File: src/rtl/pipe_pkg.sv
// Shared types and constants for the pipeline control block.
package pipe_pkg;

  // Memory-wait sequencing states.
  typedef enum logic [1:0] {
    RUN   = 2'd0,
    DWAIT = 2'd1,
    IWAIT = 2'd2
  } state_t;

  // Per-stage enable/flush bundle for the pipeline registers.
  typedef struct packed {
    logic pc_en;
    logic if_id_en;
    logic if_id_flush;
    logic id_ex_flush;
    logic ex_mem_en;
    logic mem_wb_flush;
  } ctl_t;

  localparam int CNT_W_DEF = 32;

  // Controls held while reset is asserted: everything frozen and bubbled.
  localparam ctl_t CTL_RESET = '{pc_en: 1'b0, if_id_en: 1'b0, if_id_flush: 1'b1,
                                 id_ex_flush: 1'b1, ex_mem_en: 1'b0, mem_wb_flush: 1'b1};
  // Free-running pipeline: all enables on, no flushes.
  localparam ctl_t CTL_RUN   = '{pc_en: 1'b1, if_id_en: 1'b1, if_id_flush: 1'b0,
                                 id_ex_flush: 1'b0, ex_mem_en: 1'b1, mem_wb_flush: 1'b0};

endpackage

File: src/rtl/pipe_ctrl_sat_counter.sv
// Saturating up-counter with synchronous clear; sticks at all-ones.
module sat_counter #(
  parameter int W = 32
) (
  input  logic         clk,
  input  logic         rst,
  input  logic         inc,
  input  logic         clr,
  output logic [W-1:0] count
);

  // Clear wins over increment; increment stops at all-ones.
  always_ff @(posedge clk or negedge rst) begin
    if (!rst) begin
      count <= '0;
    end else if (clr) begin
      count <= '0;
    end else if (inc && (count != '1)) begin
      count <= count + 1'b1;
    end
  end

endmodule

File: src/rtl/pipe_ctrl.sv
// Pipeline control: turns hazard stalls, ID redirects and memory handshakes
// into per-stage enable/flush controls, with stall/flush counters and a
// stall watchdog.
import pipe_pkg::*;

module pipe_ctrl #(
  parameter int CNT_W     = CNT_W_DEF,
  parameter int MAX_STALL = 16
) (
  input  logic             clk,
  input  logic             rst,
  input  logic             stall_req,
  input  logic             branch_taken,
  input  logic             jump,
  input  logic             imem_ready,
  input  logic             dmem_req,
  input  logic             dmem_ready,
  output logic             pc_en,
  output logic             if_id_en,
  output logic             if_id_flush,
  output logic             id_ex_flush,
  output logic             ex_mem_en,
  output logic             mem_wb_flush,
  output logic [CNT_W-1:0] stall_cnt,
  output logic [CNT_W-1:0] flush_cnt,
  output logic             wdog_err
);

  localparam int RUN_W = $clog2(MAX_STALL + 1);
  localparam logic [RUN_W-1:0] WDOG_LAST = RUN_W'(MAX_STALL - 1);

  state_t           state;
  state_t           state_nxt;
  logic             squash;
  logic             squash_nxt;
  ctl_t             ctl;
  logic             redirect;
  logic             data_wait;
  logic             stall_win;
  logic             run_inc;
  logic             run_clr;
  logic [RUN_W-1:0] run_cnt;

  assign redirect  = branch_taken | jump;
  // A new access that misses stalls from RUN or IWAIT; a pending one stalls
  // until dmem_ready.
  assign data_wait = ((state != DWAIT) && dmem_req && !dmem_ready) ||
                     ((state == DWAIT) && !dmem_ready);
  assign stall_win = stall_req && !data_wait;

  // Priority decode of the stage controls and next FSM state.
  always_comb begin
    ctl       = CTL_RUN;
    state_nxt = RUN;
    if (data_wait) begin
      ctl.pc_en        = 1'b0;
      ctl.if_id_en     = 1'b0;
      ctl.ex_mem_en    = 1'b0;
      ctl.mem_wb_flush = 1'b1;
      state_nxt        = DWAIT;
    end else if (stall_req) begin
      ctl.pc_en       = 1'b0;
      ctl.if_id_en    = 1'b0;
      ctl.id_ex_flush = 1'b1;
      state_nxt       = ((state == IWAIT) && !imem_ready) ? IWAIT : RUN;
    end else if (redirect) begin
      ctl.if_id_flush = 1'b1;
      state_nxt       = ((state == IWAIT) && !imem_ready) ? IWAIT : RUN;
    end else if (!imem_ready) begin
      ctl.pc_en       = 1'b0;
      ctl.if_id_flush = 1'b1;
      state_nxt       = IWAIT;
    end else if ((state == IWAIT) && squash) begin
      // Stale fetch returns after a redirect: drop it and hold the already
      // loaded target PC so the target is fetched next.
      ctl.pc_en       = 1'b0;
      ctl.if_id_flush = 1'b1;
      state_nxt       = RUN;
    end
    if (!rst) begin
      ctl = CTL_RESET;
    end
  end

  // Remember a redirect taken while a fetch is still outstanding.
  always_comb begin
    squash_nxt = 1'b0;
    if (state_nxt == IWAIT) begin
      squash_nxt = squash ||
                   ((state == IWAIT) && redirect && !stall_req && !data_wait);
    end
  end

  // FSM state and squash flag registers.
  always_ff @(posedge clk or negedge rst) begin
    if (!rst) begin
      state  <= RUN;
      squash <= 1'b0;
    end else begin
      state  <= state_nxt;
      squash <= squash_nxt;
    end
  end

  assign pc_en        = ctl.pc_en;
  assign if_id_en     = ctl.if_id_en;
  assign if_id_flush  = ctl.if_id_flush;
  assign id_ex_flush  = ctl.id_ex_flush;
  assign ex_mem_en    = ctl.ex_mem_en;
  assign mem_wb_flush = ctl.mem_wb_flush;

  sat_counter #(.W(CNT_W)) u_stall_cnt (
    .clk   (clk),
    .rst   (rst),
    .inc   (!ctl.pc_en),
    .clr   (1'b0),
    .count (stall_cnt)
  );

  sat_counter #(.W(CNT_W)) u_flush_cnt (
    .clk   (clk),
    .rst   (rst),
    .inc   (ctl.if_id_flush),
    .clr   (1'b0),
    .count (flush_cnt)
  );

  // Run length of consecutive hazard stalls; frozen during data waits.
  assign run_inc = stall_win;
  assign run_clr = !stall_req && !data_wait;

  sat_counter #(.W(RUN_W)) u_run_cnt (
    .clk   (clk),
    .rst   (rst),
    .inc   (run_inc),
    .clr   (run_clr),
    .count (run_cnt)
  );

  // Sticky watchdog flag, set on the stall cycle that reaches MAX_STALL.
  always_ff @(posedge clk or negedge rst) begin
    if (!rst) begin
      wdog_err <= 1'b0;
    end else if (run_inc && (run_cnt == WDOG_LAST)) begin
      wdog_err <= 1'b1;
    end
  end

endmodule

File: config.mk
export PLATFORM = sky130hd
export DESIGN_NAME = pipe_ctrl
export DESIGN_NICKNAME = d
export VERILOG_FILES = /design/src/rtl/pipe_pkg.sv /design/src/rtl/pipe_ctrl_sat_counter.sv /design/src/rtl/pipe_ctrl.sv
export SDC_FILE = /design/constraint.sdc
export NUM_CORES = 1
export LEC_CHECK = 0
export BUFFER_PORTS_ARGS = -buffer_cell sky130_fd_sc_hd__clkbuf_2
export CAP_MARGIN = 30
export CORE_ASPECT_RATIO = 1.4
export CORE_UTILIZATION = 55
export DETAILED_ROUTE_END_ITERATION = 10
export PLACE_DENSITY = 0.8
export SLEW_MARGIN = 0
export SYNTH_ARGS = -nofsm -noshare
export SYNTH_HDL_FRONTEND = slang
export SYNTH_SLANG_ARGS = --single-unit
File: constraint.sdc
create_clock -name clk -period 2.7 [get_ports clk]
set_input_delay 0.135 -clock clk [delete_from_list [all_inputs] [get_ports clk]]
set_output_delay 0.135 -clock clk [all_outputs]
set_load 0.05 [all_outputs]
# Word level (Yosys, flattened, before mapping)
# Cells that the tools add are included.
# classes
n_mux	22
n_eq_ne	8
bitwise	1
reduce_logical	22
n_addsub	3
# op_table
op	n
$add A32 B1 Y32 const B	2
$ne A32 B32 Y1 const B	2
$mux W2	8
$logic_and A1 B1 Y1	14
$mux W1	11
$mux W5	2
$mux W6	1
$add A5 B1 Y5 const B	1
$eq A5 B4 Y1 const B	1
$logic_not A1 Y1	5
$ne A5 B5 Y1 const B	1
$eq A2 B2 Y1 const B	2
$eq A2 B1 Y1 const B	1
$logic_or A1 B1 Y1	2
$ne A2 B1 Y1 const B	1
$reduce_bool A2 Y1	1
$or A1 B1 Y1	1
# totals
inputBits	8
output_inout_bits	71
elab_cells	62
reg_bits	73

# Logic depth before layout (Yosys ltp)
# Gate-level depths: netlist (run 1).
# logic_depth
depth_word	10
depth_mapped	8

# By module
# A second synthesis (run 1) with hierarchy kept.
# hier_totals
hier_cells	452
hier_area_um2	4245.3
# modules_own_cells
module	instances	area_per_inst_um2	cells_per_inst
sat_counter at u_flush_cnt ...	2	1854.3	198
pipe_ctrl	1	287.8	33
sat_counter at u_run_cnt	1	249.0	23

# Worst setup path after synthesis (run 1)
# Ideal clock, no wire load.
# synth_timing
kind	reg-to-reg
start	reg u_flush_cnt.count[3]
end	reg u_flush_cnt.count[1]
path_slack_ns	0.009
path_buffers	1
path_stages_with_launch	7
setup_ns	0.128
t_arrival_ns	2.563
required_time_ns	2.572
path_cell_list	dfrtp_1 -> nand4_2 -> or4_4 -> or4_4 -> buf_6 -> nand2_2 -> mux2_1
# synth_between
elab_chain_cells	2
# synth_lines
item	line_no	rtl
start, declared	pipe_ctrl_sat_counter.sv:9	output logic [W-1:0] count
start signal, assigned	pipe_ctrl_sat_counter.sv:19	count <= count + 1'b1;
$ne A32 B32 Y1	pipe_ctrl_sat_counter.sv:18	end else if (inc && (count != '1)) begin
$logic_and A1 B1 Y1	pipe_ctrl_sat_counter.sv:18	
# No other way between the ends.
# A chain may end at the register's enable or synchronous reset.

# Worst setup path in the final report (run 1)
# layout_timing
start	reg u_flush_cnt.count[2]
end	reg u_flush_cnt.count[1]
# The elaborated chain is that of the path after synthesis.

==> flow_summary_export.csv, run 1 <==
group,metric,value,unit
run_status,status,"finished, final reports clean",
synth,synth_cells,368,
worst_setup_path,cpLargestDelayFamily,"simple AND/OR/NAND/NOR gates",
cts,htreeDepth,3,
timing,slew_headroom,52.3,%
synth,ys.flop_type,"dfrtp_1",
cells_and_area,n_antenna_cell,0,
placed_design,globalplace.congestion,0.910,
pwr,seqPwrFrac,39.6,%
placed_design,port_buffers,78,
cts,clock_sinks,73,
worst_setup_path,crit_path_max_fanout,7,
routing,num_vias,3166,
timing,hold_viol,0,
cells_and_area,drive_above_1_share,26.3,%
synth,async_flop_share,100,%
routing,routedWlPerCell,15.3,um
routing,met3_length,385,um
timing,fmax,412,MHz
cells_and_area,final_common_cell,"clkbuf_2",
pwr,power-per-cell-area,922,nW/um^2
cells_and_area,layout_common_cells,"clkbuf_2 (77), dfrtp_1 (73), xor2_1 (45)",
pwr,vdd_drop_max,0.622,mV
cts,cts_tree,"done",
cells_and_area,final_cells,556,
worst_setup_path,ff2ff_path_depth,5,
routing,wl_met1,3.66,mm
routing,wirelength,8.50,mm
cells_and_area,seq_area,1830,sq um
pwr,internal_power,2200,uW
routing,dr.pass1.iters,4,
placed_design,dp_hpwl,6.09,mm
cts,cts_resized,0,
pwr,leakagePower,0.00204,uW
timing,rsz0062_at_grt,"false",
worst_setup_path,cp.depth,5,
timing,worstMarginPinSlew,0.713,ns
timing,finalSetupViolCount,0,
cts,post-cts-setup-buffers,0,
worst_setup_path,critical_path_class,"reg2reg",
worst_setup_path,r2r-start,"u_flush_cnt.count[2]",
floorplan,start_util,57.4,%
worst_setup_path,path_common_cell,"or4_4",
timing,whs,0.0223,ns
worst_setup_path,worstPathCellList,"nand4_2 -> or4_4 -> or4_4 -> nand2_2 -> mux2_1",
cts,clock_latency,0.34,ns
floorplan,die-width,72.4,um
placed_design,placed_cells,539,
synth,synth_seq_area_share,47.8,%
synth,netlist_area,3820,sq um
cells_and_area,nNetsFinal,472,
floorplan,dieHeight,101,um
timing,min_period,2.43,ns
worst_setup_path,worst-endpoint-required,2.92,ns
cells_and_area,multi_input_area,1900,sq um
worst_setup_path,crit_path_max_incr_delay,0.61,ns
synth,syn_avg_cell_area,10.4,sq um
synth,ys_ff_latch,73,
worst_setup_path,crit_path_end,"u_flush_cnt.count[1]",
timing,worst_clock_skew,0.00894,ns
pwr,switchingPower,2000,uW
floorplan,fp-row-count,35,
timing,final_max_slew_viol_count,0,
cells_and_area,n_fill_cell,539,
global_routing,grt.overflow.total,0,
worst_setup_path,worstReg2RegEnd,"u_flush_cnt.count[1]",
global_routing,grt_usage,23.9,%
synth,syn_nets,381,
floorplan,io_pins,79,
floorplan,dieArea,7280,sq um
worst_setup_path,startpoint,"u_flush_cnt.count[2]",
synth,synth_edf_count,0,
cts,numCtsBuffers,9,
global_routing,grt_max_degree,43,
cts,ctsLongestPathBuffers,2,
worst_setup_path,worstPathArrival,2.64,ns
routing,drc,0,
pwr,power_frac_comb,40.0,%
routing,highest_layer,"met4",
worst_setup_path,critPathCaptureType,"register",
worst_setup_path,worstSetupStartpointType,"register",
placed_design,dpl_cell_area,4340,sq um
pwr,pwr-share-clk,20.4,%
global_routing,grt_pass1_vias,2925,
cts,clkSlewWorstSetupHoldPaths,0.07,ns
synth,yosys_warnings,0,
global_routing,grt_pass1_wl,13.7,mm
cells_and_area,design_area,4550,sq um
worst_setup_path,crit_slowest_cell,"or4_4",
worst_setup_path,cp_num_buf_inv,0,
timing,tns,0,ns
routing,ant_nets,0,
cts,cts-root-buf,"clkbuf_8",
min_path,min_path_type,"in2reg",
pwr,swShare,47.6,%
routing,viasPerCell,5.69,
worst_setup_path,reg2reg_slack,0.27,ns
routing,dr_wl_met2,4.34,mm
synth,yosysUniqueCellTypes,47,
routing,drtIter0Drc,161,
floorplan,core_area,6660,sq um
timing,fin_crit_sh,89.9,%
global_routing,antenna_found_initial,0,
cells_and_area,area_delta_synth_final,19.1,%
job,cap_violations,0,
-- cells by family (layout without fill, tap and decap cells) --
| family | Yosys count | after routing | share of synthesized area, % |
|---|---|---|---|
| buffers and inverters | 18 | 114 | 2.42 |
| and+or+nand+nor | 186 | 186 | 29.0 |
| adders and majority gates | 5 | 5 | 1.64 |
| DFF | 73 | 73 | 47.8 |
| xor gates and xnor gates | 61 | 61 | 14.0 |
| muxes | 3 | 3 | 0.885 |
| AOI/OAI and AO/OA | 22 | 22 | 4.19 |
-- power by group through the flow --
stage	Sequential, uW	Combinational [uW]	Clock (uW)
after floorplan	2380	513	0
after global placement	1660	1650	0
after detailed placement	1680	1680	0
after CTS	1660	1690	865
after global routing	1700	1780	917
final	1660	1680	855
-- per-layer routing --
metal,vias up,track usage [%]
li1,1507,-
met1,1546,30.7
met2,101,39.4
met4,0,9.20
met3,12,4.70
met5,-,0
-- synth_stat cells, types with 4 or more instances --
master,n,share of area (%)
and2_1,5,0.82
and3_1,6,0.98
and4_1,7,1.6
clkbuf_1,5,0.49
dfrtp_1,73,48
ha_1,5,1.6
inv_1,10,0.98
nand2_1,25,2.5
nand2b_1,6,0.98
nand3_1,20,2.6
nand3_2,10,2.6
nand4_1,19,3.1
nor2_1,20,2.0
nor3_1,26,3.4
nor3b_1,5,0.98
nor4_1,16,2.6
nor4b_1,5,1.1
or3_1,4,0.66
xnor2_1,16,3.7
xor2_1,45,10
-- how the worst min path moves through the flow --
stage	depth (start not counted)	slack, ns	start	to
after floorplan	0	-0.16	rst	squash
after global placement	2	0.24	rst	u_stall_cnt.count[24]
after detailed placement	2	0.25	rst	u_stall_cnt.count[25]
after CTS	2	0.02	imem_ready	squash
after global routing	2	0.03	imem_ready	state[1]
final	2	0.02	imem_ready	squash
-- through the flow --
| step | util [%] | total power (uW) | setup slack, ns |
|---|---|---|---|
| after detailed placement | 65.2 | 3360 | 0.290 |
| after global routing | 68.3 | 4400 | 0.192 |
| after global placement | 65.1 | 3310 | 0.335 |
| after CTS | 68.3 | 4210 | 0.267 |
| after floorplan | - | 2900 | 0.00916 |
| final | 68.3 | 4190 | 0.272 |
-- registers in the layout, summed over array words and instances (netlist names) --
register           flops
u_flush_cnt.count     32
wdog_err               1
squash                 1
u_stall_cnt.count     32
state                  2
u_run_cnt.count        5
-- cell type report --
type / instances / area share (%)
repair buffers: 88 / 10.4
clock buffers: 11 / 3.11
inverters: 10 / 0.825
flip-flops and latches: 73 / 40.2
multi-input cells: 277 / 41.7
clock inverters: 5 / 1.21
well taps: 92 / 2.53
-- what timing repair did --
| action | 4_1_cts | 5_1_grt |
|---|---|---|
| hold buffers | 1 | 0 |
| hold endpoints to repair | 73 | 0 |
| endpoints found under the setup margin | 0 | 0 |
No activity file was read; power rests on OpenSTA's default activity.
==> run 2, diff against run 1 <==
- PLACE_DENSITY: 0.8 -> 0.88
==> run 2 against run 1 <==
Compared with the run above: final cell count grew 0.18%; cell area is 0.91% higher; routed wire length rose by 2.4%; combinational power barely moved; first-iteration DRC count grew 65%; die area is the same; clock skew decreased by 0.0020 ns; sequential share of layout area down 0.36 points; non-clock buffer count increased by 1; maximum frequency shrank 2.3%; sequential power is essentially flat; critical endpoint is now pc_en; largest cell class unchanged.
==> flow_summary_export.csv, run 2 (synthesis gave the netlist of run 1 again) <==
group,metric,value,unit
routing,met3_length,510,um
global_routing,grt_pass1_wl,14.2,mm
timing,fin_crit_sh,92.0,%
floorplan,fp-row-count,35,
worst_setup_path,startpoint,"rst",
timing,min_period,2.49,ns
floorplan,dieArea,7280,sq um
global_routing,grt.overflow.total,0,
worst_setup_path,reg2reg_slack,0.27,ns
placed_design,dp_hpwl,6.20,mm
global_routing,grt_max_degree,56,
timing,setup_slack,0.215,ns
placed_design,port_buffers,78,
timing,tns,0,ns
routing,num_vias,3232,
timing,worstMarginPinSlew,0.729,ns
floorplan,io_pins,79,
floorplan,dieHeight,101,um
cells_and_area,n_fill_cell,509,
worst_setup_path,path_common_cell,"buf_4",
worst_setup_path,crit_slowest_cell,"nor2_2",
cts,htreeDepth,3,
cells_and_area,n_antenna_cell,0,
worst_setup_path,crit_path_max_incr_delay,0.55,ns
worst_setup_path,worstPathCellList,"dlygate4sd3_1 -> buf_4 -> nand4_1 -> nor2_2 -> buf_4 -> clkbuf_2",
routing,dr.pass1.iters,4,
job,cap_violations,0,
min_path,hold_start,"stall_req",
placed_design,globalplace.congestion,0.971,
cells_and_area,area_delta_synth_final,20.2,%
routing,highest_layer,"met4",
timing,slew_headroom,51.3,%
timing,fmax,402,MHz
placed_design,pre_cts_ws,0.309,ns
min_path,min_path_type,"in2reg",
worst_setup_path,critPathCaptureType,"primary output",
routing,dr_wl_met2,4.55,mm
worst_setup_path,crit_path_max_fanout,25,
timing,hold_viol,0,
cts,numCtsBuffers,9,
routing,routedWlPerCell,15.6,um
timing,rsz0062_at_grt,"false",
cells_and_area,drive_above_1_share,26.7,%
cts,clkSlewWorstSetupHoldPaths,0.07,ns
routing,ant_nets,0,
timing,finalSetupViolCount,0,
floorplan,die-width,72.4,um
global_routing,grt_pass1_vias,3124,
cts,clock_sinks,73,
cells_and_area,nNetsFinal,473,
worst_setup_path,worst-endpoint-required,2.57,ns
cts,cts-root-buf,"clkbuf_8",
cells_and_area,largestRegisters,"u_flush_cnt.count (32), u_stall_cnt.count (32), u_run_cnt.count (5)",
worst_setup_path,worstSetupStartpointType,"primary input",
routing,wl_met1,3.44,mm
floorplan,core_area,6660,sq um
timing,whs,0.145,ns
worst_setup_path,r2r-start,"u_flush_cnt.count[2]",
routing,drtIter0Drc,266,
cts,cts_tree,"done",
cts,ctsLongestPathBuffers,2,
pwr,power,4340,uW
worst_setup_path,critical_path_class,"in2out",
routing,wirelength,8.70,mm
timing,worst_clock_skew,0.00695,ns
global_routing,grt_usage,25.2,%
worst_setup_path,worstPathArrival,2.35,ns
cells_and_area,final_common_cell,"clkbuf_2",
routing,viasPerCell,5.80,
global_routing,antenna_found_initial,0,
floorplan,start_util,57.4,%
pwr,leakagePower,0.00207,uW
pwr,vdd_drop_max,0.651,mV
cells_and_area,layout_common_cells,"clkbuf_2 (77), dfrtp_1 (73), xor2_1 (45)",
cells_and_area,fin_util,69.0,%
cts,clock_latency,0.35,ns
timing,final_max_slew_viol_count,0,
routing,drc,0,
pwr,power-per-cell-area,945,nW/um^2
run_status,status,"finished, final reports clean",
==> run 2: changes by cell type in the layout (fill, tap and decap cells not counted), sizes merged <==
cell,before,now
bufinv,1,2
dlygate4sd3,1,2
clkinvlp,2,1
==> run 2: layout make-up <==
type | count | area, sq um | share of cell area, %
flip-flops and latches | 73 | 1830 | 39.8
multi-input cells | 277 | 1900 | 41.4
clock buffers | 11 | 151 | 3.30
clock inverters | 5 | 77.6 | 1.69
well taps | 92 | 115 | 2.51
repair buffers | 89 | 480 | 10.5
inverters | 10 | 37.5 | 0.818
==> run 2: worst paths after layout <==
kind	to	cells after the start
setup / recovery	pc_en	6
hold / removal	u_run_cnt.count[4]	2
setup reg to reg	u_flush_cnt.count[1]	5
hold reg to reg	u_run_cnt.count[3]	1
max in group asynchronous	u_stall_cnt.count[1]	3
min in group asynchronous	state[1]	2
==> run 2: stage by stage <==
| step | instance area (sq um) | std cells |
|---|---|---|
| 2_1_floorplan | 3820 | 368 |
| 5_1_grt | 4590 | 557 |
| 4_1_cts | 4590 | 557 |
| 3_3_place_gp | 4340 | 539 |
| 3_5_place_dp | 4340 | 539 |
| 6_report | 4590 | 557 |
==> run 2: report_power, final <==
group	total (uW)	internal, uW	switching [uW]	leakage (uW)
clock	963	567	396	0.000115
combinational	1700	423	1280	0.00106
sequential	1670	1320	348	0.000888
total	4340	2310	2020	0.00207
==> run 2: layer usage <==
layer	vias to the layer above	track usage [%]
met4	0	12.8
met5	-	0
li1	1505	-
met3	20	4.20
met2	141	44.0
met1	1566	29.4
==> run 2: what timing repair did <==
action                                  CTS  global route
buffers inserted                          0             0
resized for setup                         0             1
endpoints found under the setup margin    0             1
hold endpoints to repair                 22             0
hold buffers                              2             0
==> run 2: critical path: cells and delay by family <==
family,cells,cell delay [ns]
buffers and inverters,4,1.35
AND/OR/NAND/NOR,2,0.85
